**src/rtl/gal_sop_sched.sv**
```systemverilog
// Time-multiplexed sum-of-products evaluator: one shared product-term engine
// scores one product per cycle across NOUT outputs against a captured input vector.
module gal_sop_sched #(
  parameter int WIDTH = 4,
  parameter int DEPTH = 4,
  parameter int NOUT  = 2,
  parameter logic [NOUT*((DEPTH > 0) ? DEPTH : 1)*2*WIDTH-1:0] TABLE = '0
) (
  input  logic             clk,
  input  logic             rst,
  input  logic             start,
  input  logic [WIDTH-1:0] a,
  output logic             busy,
  output logic             done,
  output logic [NOUT-1:0]  y,
  output logic [7:0]       neval
);

  localparam int DP = (DEPTH > 0) ? DEPTH : 1;
  localparam int OW = (NOUT > 1) ? $clog2(NOUT) : 1;
  localparam int PW = (DP > 1) ? $clog2(DP) : 1;
  localparam int SW = 2 * WIDTH;

  typedef enum logic [1:0] {
    ST_IDLE,
    ST_EVAL,
    ST_DONE
  } state_t;

  state_t           state_reg;
  logic [WIDTH-1:0] a_q_reg;
  logic [OW-1:0]    o_reg;
  logic [PW-1:0]    p_reg;
  logic [7:0]       cnt_reg;
  logic [NOUT-1:0]  work_reg;

  logic [SW-1:0]    slice;
  logic [WIDTH-1:0] field_ok;
  logic             hit;
  logic             advance;
  logic             last_o;
  logic [7:0]       cnt_next;
  logic [NOUT-1:0]  work_next;

  // Table slice for the product currently being scored.
  always_comb begin
    slice = '0;
    if (DEPTH > 0) begin
      slice = TABLE[(int'(o_reg) * DEPTH + int'(p_reg)) * SW +: SW];
    end
  end

  // Field codes: 00 unused, 01 inverted, 10 true, 11 forces the product false.
  for (genvar gi = 0; gi < WIDTH; gi++) begin : g_field
    always_comb begin
      case (slice[2*gi +: 2])
        2'b00:   field_ok[gi] = 1'b1;
        2'b01:   field_ok[gi] = ~a_q_reg[gi];
        2'b10:   field_ok[gi] = a_q_reg[gi];
        default: field_ok[gi] = 1'b0;
      endcase
    end
  end

  assign hit      = (DEPTH > 0) && (&field_ok);
  assign advance  = (DEPTH == 0) || hit || (p_reg == PW'(DP - 1));
  assign last_o   = (o_reg == OW'(NOUT - 1));
  assign cnt_next = (cnt_reg == 8'hFF) ? 8'hFF : cnt_reg + 8'd1;

  always_comb begin
    work_next        = work_reg;
    work_next[o_reg] = hit;
  end

  always_ff @(posedge clk) begin
    if (rst) begin
      state_reg <= ST_IDLE;
      a_q_reg   <= '0;
      o_reg     <= '0;
      p_reg     <= '0;
      cnt_reg   <= '0;
      work_reg  <= '0;
      busy      <= 1'b0;
      done      <= 1'b0;
      y         <= '0;
      neval     <= '0;
    end else begin
      done <= 1'b0;
      case (state_reg)
        ST_IDLE: begin
          if (start) begin
            a_q_reg   <= a;
            o_reg     <= '0;
            p_reg     <= '0;
            cnt_reg   <= '0;
            busy      <= 1'b1;
            state_reg <= ST_EVAL;
          end
        end
        ST_EVAL: begin
          cnt_reg  <= cnt_next;
          work_reg <= work_next;
          if (advance) begin
            p_reg <= '0;
            if (last_o) begin
              // Result is published as the DONE state is entered.
              y         <= work_next;
              neval     <= cnt_next;
              done      <= 1'b1;
              state_reg <= ST_DONE;
            end else begin
              o_reg <= o_reg + OW'(1);
            end
          end else begin
            p_reg <= p_reg + PW'(1);
          end
        end
        ST_DONE: begin
          busy      <= 1'b0;
          state_reg <= ST_IDLE;
        end
        default: begin
          busy      <= 1'b0;
          state_reg <= ST_IDLE;
        end
      endcase
    end
  end

endmodule

```
**config.mk**
```make
export PLATFORM = sky130hd
export DESIGN_NAME = gal_sop_sched
export DESIGN_NICKNAME = d
export VERILOG_FILES = /design/src/rtl/gal_sop_sched.sv
export SDC_FILE = /design/constraint.sdc
export NUM_CORES = 1
export LEC_CHECK = 0
export BUFFER_PORTS_ARGS = -buffer_cell sky130_fd_sc_hd__buf_2
export CORE_MARGIN = 2
export CORE_UTILIZATION = 47
export CTS_CLUSTER_DIAMETER = 120
export DETAILED_ROUTE_END_ITERATION = 8
export MAX_ROUTING_LAYER = met4
export PLACE_DENSITY_LB_ADDON = 0.3
export SLEW_MARGIN = 20
export SYNTH_ARGS = -nofsm -noshare
export SYNTH_HDL_FRONTEND = slang
export SYNTH_SLANG_ARGS = --single-unit
```
**constraint.sdc**
```tcl
create_clock -name clk -period 1.4 [get_ports clk]
set_input_delay 0.07 -clock clk [delete_from_list [all_inputs] [get_ports clk]]
set_output_delay 0.07 -clock clk [all_outputs]
set_load 0.1 [all_outputs]
```
## Word level (Yosys, flattened, before mapping)

Cells that the tools add are included.

- Flip-flop bits (word level): 31
- Output and inout port bits: 12
- Logic and storage cells: 77

- Add/subtract/negate cells: 4
- Magnitude comparators: 2
- Eq/ne operators: 14
- Shifts and indexed selects: 1
- Mux-type cells: 24
- Bitwise logic cells: 6
- Reductions and logical operators: 16

Operators with widths:

| cell | number |
|---|---|
| $shiftx A64 B8 Y8 const A | 1 |
| $mux W8 | 2 |
| $pmux W8 S2 | 1 |
| $pmux W1 S3 | 4 |
| $eq A2 B1 Y1 const B | 5 |
| $eq A2 B2 Y1 const B | 5 |
| $logic_not A2 Y1 | 5 |
| $mux W2 | 5 |
| $reduce_and A3 Y1 | 3 |
| $add A8 B1 Y8 const B | 1 |
| $eq A8 B8 Y1 const B | 1 |
| $pmux W2 S2 | 2 |
| $mux W1 | 6 |
| $ne A2 B2 Y1 const B | 3 |
| $not A1 Y1 | 6 |
| $reduce_and A2 Y1 | 3 |
| $add A3 B2 Y4 | 1 |
| $pmux W1 S2 | 2 |
| $reduce_and A4 Y1 | 1 |
| $reduce_or A3 Y1 | 1 |
| $add A2 B1 Y2 const B | 1 |
| $bwmux W2 | 1 |
| $lt A1 B2 Y1 const B | 1 |
| $reduce_bool A2 Y1 | 1 |
| other kinds (5) | 5 |

## Logic depth before layout (Yosys ltp)

Gate-level depths: netlist of the first run.

- Depth after elaboration: 8
- Gate-level depth with buffers: 5
- Gate-level depth less buffers: 5

## Worst setup path after synthesis of the first run

OpenSTA, ideal clock, no wires.

- Path type: register to register
- From: register cnt_reg[0]
- To: register neval[7]
- Library setup time: 0.128 ns
- Data arrival time: 1.341 ns
- Data required time: 1.272 ns
- Slack: -0.069 ns
- Stages on the path, launching flop included: 6
- Buffers on the path: 0
- Period minus slack after synthesis: 1.469 ns
- Cells stage by stage: dfxtp_1 > ha_1 > nand2_1 > or4b_4 > o211ai_1 > a21oi_1

- Word-level cells in the longest chain between the ends: 2

Ends and longest elaborated chain:

| element | line | source |
|---|---|---|
| from (decl) | 34 | `logic [7:0] cnt_reg;` |
| from (signal assigned) | 101 | `cnt_reg <= cnt_next;` |
| $add A8 B1 Y8 / $eq A8 B8 Y1 (equally long branches) | 68 | `assign cnt_next = (cnt_reg == 8'hFF) ? 8'hFF : cnt_reg + 8'd1;` |
| $mux W8 (*) | 68 |  |
| to (signal assigned) | 108 | `neval <= cnt_next;` |
| to (decl) | 16 | `output logic [7:0] neval` |

Every way passes the cells marked *; elsewhere a longest branch is shown, timed or not.
A chain may end at the register's enable or synchronous reset.

## Worst setup path in the final report of the first run

Same ends and word-level chain as after synthesis.

==> key figures, run 1 <==
Die
  • Io pins: 19
  • Row cnt: 17
  • Initial Util: 0.485
  • Die Y-Extent: 51.1 um
  • Die X: 51.1 um
  • Area of the core: 2150 sq um
  • Die ar.: 2610 sq um

Power
  • Internal power: 0.00106 W
  • Worst VDD drop: 626 uV
  • Net Sw Power: 0.000386 W
  • Leak pwr: 0.605 nW
  • Logic gate share of total power: 0.151
  • Clock Power Share: 0.351
  • Power per cell area: 1040 nW/um^2
  • Seq pwr share: 0.498
  • Sw Share: 0.267

Detailed routing
  • Starting DRT DRC Count: 33
  • Post-route ant nets: 0
  • Vias/cell: 5.25
  • Drt wl/cell: 13.7 um
  • Final Routed Wirelength: 2.55 mm
  • Pre-antenna DRT Iters: 5
  • DRC viols: 0
  • Via count: 977

Final layout
  • Seq. cell area: 493 sq um
  • Final net count: 167
  • Antenna Cells: 0
  • Most frequent cells in the layout: nor2_1 (21), buf_4 (17), dfxtp_1 (16)
  • Area grow syn2layout: 33.7%
  • Most common cell after layout, fill and taps aside: nor2_1
  • Multi-input logic area: 561 sq um
  • Share of layout cells above drive strength 1: 0.380
  • Filler cells: 178
  • Final instance area: 1390 sq um

Logic synthesis
  • Seq/Total Area, Yosys: 0.461
  • Top post-synthesis cells by area: dfxtp_1 (46%), nor2_1 (7.6%), a21oi_1 (7.2%)
  • Seq cells post-synth: 24
  • Post-Syn Area: 1040 sq um
  • Post-synth top area cell: dfxtp_1
  • Synth top area share: 0.461
  • Syn_nets: 131
  • Synthesized area per cell: 8.47 sq um
  • Post-synthesis cell type count: 30
  • Mapped Cells: 123
  • Yosys warns: 0

Clock network
  • CTS H-tree lvls: 1
  • CTS tree: built
  • TritonCTS Buffers: 3
  • Skew-Pair Late Insertion Delay: 0.32 ns
  • CTS root buffer: clkbuf_4
  • Clock transition at the registers of the reported paths: 0.14 ns
  • TritonCTS sink count: 24
  • Clock buffer depth: 2

Setup path
  • Crit start category: flip-flop
  • Crit. Startpoint: cnt_reg[0]
  • Arrival @ worst endpoint: 1.61 ns
  • FF-to-FF path depth: 5
  • Worst setup path endpoint: neval[7]
  • Worst EP required: 1.63 ns
  • Reg-to-Reg Start: cnt_reg[0]
  • Reg2reg setup slack: 0.01 ns
  • CP Capture Type: flip-flop
  • Kind of critical path: reg2reg
  • Critical-path maximum fanout: 3
  • Reg2reg end: neval[7]

Global routing
  • Pin count of the biggest net entering global routing: 20
  • Initial antenna violation count: 0
  • GR Overflow Total: 0
  • Vias in the first global route: 885
  • First-pass GRT wire length: 4.05 mm
  • Total track usage: 0.220

Placement
  • Routability congestion estimate: 0.853
  • # port buffers: 14
  • DP HPWL: 1.83 mm
  • DP Area: 1260 sq um

Timing
  • Final Max Slew Viols: 0
  • FMAX: 721 MHz
  • Relative slew slack: 0.678
  • Period minus WS final: 1.39 ns
  • Final period util: 0.990
  • Final Hold Slack: 0.123 ns
  • Unrepaired setup endpoints after global routing: true
  • Clk_skew: 0.00485 ns
  • Final Hold Vio Count: 0
  • Setup violators final: 0
  • Worst slew pin tran: 0.481 ns

Min path
  • Worst hold path startpoint: start
  • Hold WC Path Type: in2reg

Status
  • Status: finished, final reports clean

Run
  • Max Cap Viol: 0
## power groups by stage
stage | combinational, W | clock [W] | sequential [W]
finish | 0.000219 | 0.000509 | 0.000721
global route | 0.000234 | 0.000545 | 0.000725
CTS | 0.000209 | 0.000515 | 0.000722
detailed placement | 0.000205 | 0 | 0.000735
global placement | 0.000198 | 0 | 0.000734
floorplan | 0.0000746 | 0 | 0.000808
## through the flow
| step | power (W) | setup slack, ns | utilization | std cells | setup TNS (ns) |
|---|---|---|---|---|---|
| 3_5_place_dp | 0.000940 | -0.0200 | 0.588 | 180 | -0.0306 |
| 5_1_grt | 0.00150 | -0.0423 | 0.649 | 186 | -0.114 |
| 2_1_floorplan | 0.000882 | 0.000559 | - | 123 | 0 |
| 3_3_place_gp | 0.000932 | -0.00102 | 0.588 | 180 | -0.00102 |
| 6_report | 0.00145 | 0.0134 | 0.649 | 186 | 0 |
| 4_1_cts | 0.00145 | 0.00378 | 0.623 | 185 | 0 |
## what timing repair did
item / in CTS / in global routing
hold endpoints to repair: 1 / 0
resized for setup: 3 / 18
setup endpoints to repair: 3 / 13
hold buffers: 1 / 0
pin swaps: 2 / 6
buffers inserted: 0 / 1
## cell usage after synthesis
| master | instances |
|---|---|
| dfxtp_1 | 24 |
| o21bai_1 | 1 |
| nor2b_1 | 4 |
| o21ai_0 | 9 |
| nor3b_1 | 1 |
| nand2b_1 | 2 |
| a21oi_1 | 15 |
| or3_1 | 1 |
| nor3_4 | 1 |
| inv_1 | 3 |
| a22o_1 | 1 |
| nand2_1 | 10 |
| nand4_4 | 1 |
| dlymetal6s2s_1 | 1 |
| nor4b_1 | 1 |
| clkbuf_1 | 2 |
| or4b_4 | 1 |
| ha_1 | 1 |
| nor3_1 | 9 |
| nor4_1 | 1 |
| and3_2 | 1 |
| nand2_2 | 1 |
| buf_6 | 1 |
| a311oi_2 | 1 |
| a21oi_2 | 1 |
| a31oi_1 | 1 |
| and3_1 | 2 |
| nand3_1 | 1 |
| nor2_1 | 21 |
| o211ai_1 | 4 |
## cell families (layout without fill, tap and decap cells)
family / Yosys count / after routing / share of synthesized area
AO/OA/AOI/OAI: 33 / 33 / 0.188
adder cells (fa/ha/maj): 1 / 1 / 0.0120
buffers and inverters: 7 / 42 / 0.0408
flip-flops: 24 / 24 / 0.461
AND/OR/NAND/NOR: 58 / 58 / 0.298
## critical path, stage by stage (launching register included)
cell and delay [ns]:
dfxtp_4 0.38, ha_4 0.17, nand2_4 0.08, or4b_4 0.47, o211ai_1 0.10, a21oi_1 0.08
## worst min-delay path by stage
stage / slack [ns] / end / cells past startpoint
floorplan: 0.14 / neval[5] / 1
global placement: 0.30 / cnt_reg[2] / 2
detailed placement: 0.30 / cnt_reg[2] / 2
CTS: 0.12 / last_o / 4
global route: 0.13 / last_o / 4
finish: 0.12 / last_o / 4
## metal layers
metal	vias to the layer above	routed length, um	global-route usage
li1	505	-	-
met1	439	1160	0.283
met2	26	1230	0.342
met3	7	90	0.0263
met4	0	62	0.113
met5	-	0	-
## layout make-up
cell class / instances / area share
multi-input combinational: 92 / 0.402
tap: 28 / 0.0251
inverter: 3 / 0.00808
clock buffer: 3 / 0.0162
sequential: 24 / 0.354
clock inverter: 1 / 0.0215
timing repair buffer: 35 / 0.173
(Power assumes the default switching activity.)
==> inputs of run 2 (changes only) <==
--- a/config.mk
+++ b/config.mk
@@ -6,8 +6,10 @@
 export NUM_CORES = 1
 export LEC_CHECK = 0
 export BUFFER_PORTS_ARGS = -buffer_cell sky130_fd_sc_hd__buf_2
+export CELL_PAD_IN_SITES_DETAIL_PLACEMENT = 0
+export CELL_PAD_IN_SITES_GLOBAL_PLACEMENT = 1
 export CORE_MARGIN = 2
-export CORE_UTILIZATION = 47
+export CORE_UTILIZATION = 35
 export CTS_CLUSTER_DIAMETER = 120
 export DETAILED_ROUTE_END_ITERATION = 8
 export MAX_ROUTING_LAYER = met4
==> key figures, run 2 (synthesized netlist as in run 1, its figures left out) <==
Status
  • Status: complete, but fails checks
  • Failing checks: setup timing

Die
  • Die Y-Extent: 58.6 um
  • Row cnt: 19
  • Initial Util: 0.375
  • Io pins: 19
  • Area of the core: 2780 sq um
  • Die ar.: 3430 sq um
  • Die X: 58.6 um

Setup path
  • CP Capture Type: flip-flop
  • Arrival @ worst endpoint: 1.61 ns
  • Critical-path maximum fanout: 4
  • Crit start category: flip-flop
  • Reg2reg end: neval[7]
  • Worst EP required: 1.61 ns
  • Reg-to-Reg Start: cnt_reg[1]
  • FF-to-FF path depth: 5
  • Kind of critical path: reg2reg
  • Reg2reg setup slack: -0.004 ns

Detailed routing
  • Pre-antenna DRT Iters: 4
  • Top routing layer in use: met4
  • DRC viols: 0
  • Final Routed Wirelength: 2.38 mm
  • Met1 WL: 1.18 mm
  • Via count: 969
  • Met2 wire length: 1.06 mm
  • Starting DRT DRC Count: 16
  • Drt wl/cell: 12.6 um
  • Met3 wire length: 86 um
  • Vias/cell: 5.13
  • Post-route ant nets: 0

Power
  • Power per cell area: 895 nW/um^2
  • Leak pwr: 0.596 nW
  • Worst VDD drop: 490 uV

Min path
  • Sink of the worst hold path: cnt_reg[1]
  • Hold WC Path Type: in2reg
  • Worst hold path startpoint: rst
  • Worst Hold Depth: 4

Global routing
  • Pin count of the biggest net entering global routing: 21
  • First-pass GRT wire length: 4.31 mm
  • Vias in the first global route: 941
  • Initial antenna violation count: 0
  • GR Overflow Total: 0
  • Total track usage: 0.169

Clock network
  • TritonCTS sink count: 24
  • TritonCTS Buffers: 3
  • CTS H-tree lvls: 1
  • Skew-Pair Late Insertion Delay: 0.31 ns
  • Clock transition at the registers of the reported paths: 0.12 ns
  • CTS tree: built
  • Clock buffer depth: 2
  • CTS root buffer: clkbuf_4

Final layout
  • Final net count: 168
  • Area grow syn2layout: 31.3%
  • Filler cells: 291
  • Final cell count without fillers: 189
  • Share of layout cells above drive strength 1: 0.380
  • Most frequent cells in the layout: nor2_1 (19), buf_4 (19), dfxtp_1 (16)
  • Finished Core Util: 0.492
  • Antenna Cells: 0

Timing
  • Final period util: 1.00
  • Final Max Slew Viols: 0
  • FMAX: 712 MHz
  • Final Hold Vio Count: 0
  • Relative slew slack: 0.677
  • Unrepaired setup endpoints after global routing: true
  • Setup violators final: 1
  • Worst slew pin tran: 0.488 ns
  • Period minus WS final: 1.40 ns
  • Final worst setup slack: -0.00439 ns
  • Clk_skew: 0.00146 ns

Placement
  • # port buffers: 14
  • Dpl cells: 184
  • DP HPWL: 1.73 mm
  • Routability congestion estimate: 0.854

Run
  • Max Cap Viol: 0
run 2: changes by cell type in the layout (fill, tap and decap cells not counted), sizes merged:
cell / previous run / this run
buf: 34 / 36
bufinv: 1 / 0
dlygate4sd3: 1 / 0
run 2: critical path, stage by stage (launching register included):
cell,delay (ns)
dfxtp_4,0.38
ha_4,0.17
nand2_4,0.07
or4b_4,0.48
o211ai_1,0.12
a21oi_1,0.09
run 2: layer usage:
| layer | up-vias | global-route usage |
|---|---|---|
| li1 | 506 | - |
| met1 | 440 | 0.227 |
| met2 | 18 | 0.257 |
| met3 | 5 | 0.0264 |
| met4 | 0 | 0.0682 |
| met5 | - | - |
run 2: report_power, final:
group          internal, W  switching, W
registers         0.000702     0.0000153
clock network     0.000101      0.000197
logic            0.0000655      0.000145
total             0.000868      0.000357
run 2: area by class of cell:
type	count	area, sq um	share of cell area
Multi-Input combinational cell	92	554	0.405
Sequential cell	24	495	0.362
Inverter	3	11.3	0.00823
Clock buffer	3	22.5	0.0165
Tap cell	31	38.8	0.0283
Timing Repair Buffer	36	246	0.180
run 2: how the worst max path moves through the flow:
stage / startpoint / to / slack [ns] / depth (start not counted)
global placement: cnt_reg[0] / neval[7] / -0.006 / 5
floorplan: cnt_reg[2] / neval[7] / 0.0006 / 4
CTS: cnt_reg[1] / neval[7] / 0.002 / 5
finish: cnt_reg[1] / neval[7] / -0.004 / 5
global route: cnt_reg[1] / neval[7] / -0.04 / 5
detailed placement: cnt_reg[0] / neval[7] / -0.03 / 5
run 2: repair_timing:
action,CTS,global route
gates resized for setup,7,14
endpoints found under the setup margin,9,12
pin swaps,3,11
hold buffers,0,0
setup buffers,1,1
gates cloned,0,0
run 2: stage by stage:
stage	hold slack [ns]	total power [W]	instance area (sq um)	setup TNS, ns	setup WS [ns]
2_1_floorplan	0.138	0.000882	1050	0	0.000559
3_3_place_gp	0.436	0.000933	1270	-0.00610	-0.00610
3_5_place_dp	0.443	0.000935	1270	-0.0392	-0.0296
4_1_cts	0.115	0.00124	1320	0	0.00248
5_1_grt	0.161	0.00129	1370	-0.180	-0.0430
6_report	0.113	0.00122	1370	-0.00439	-0.00439
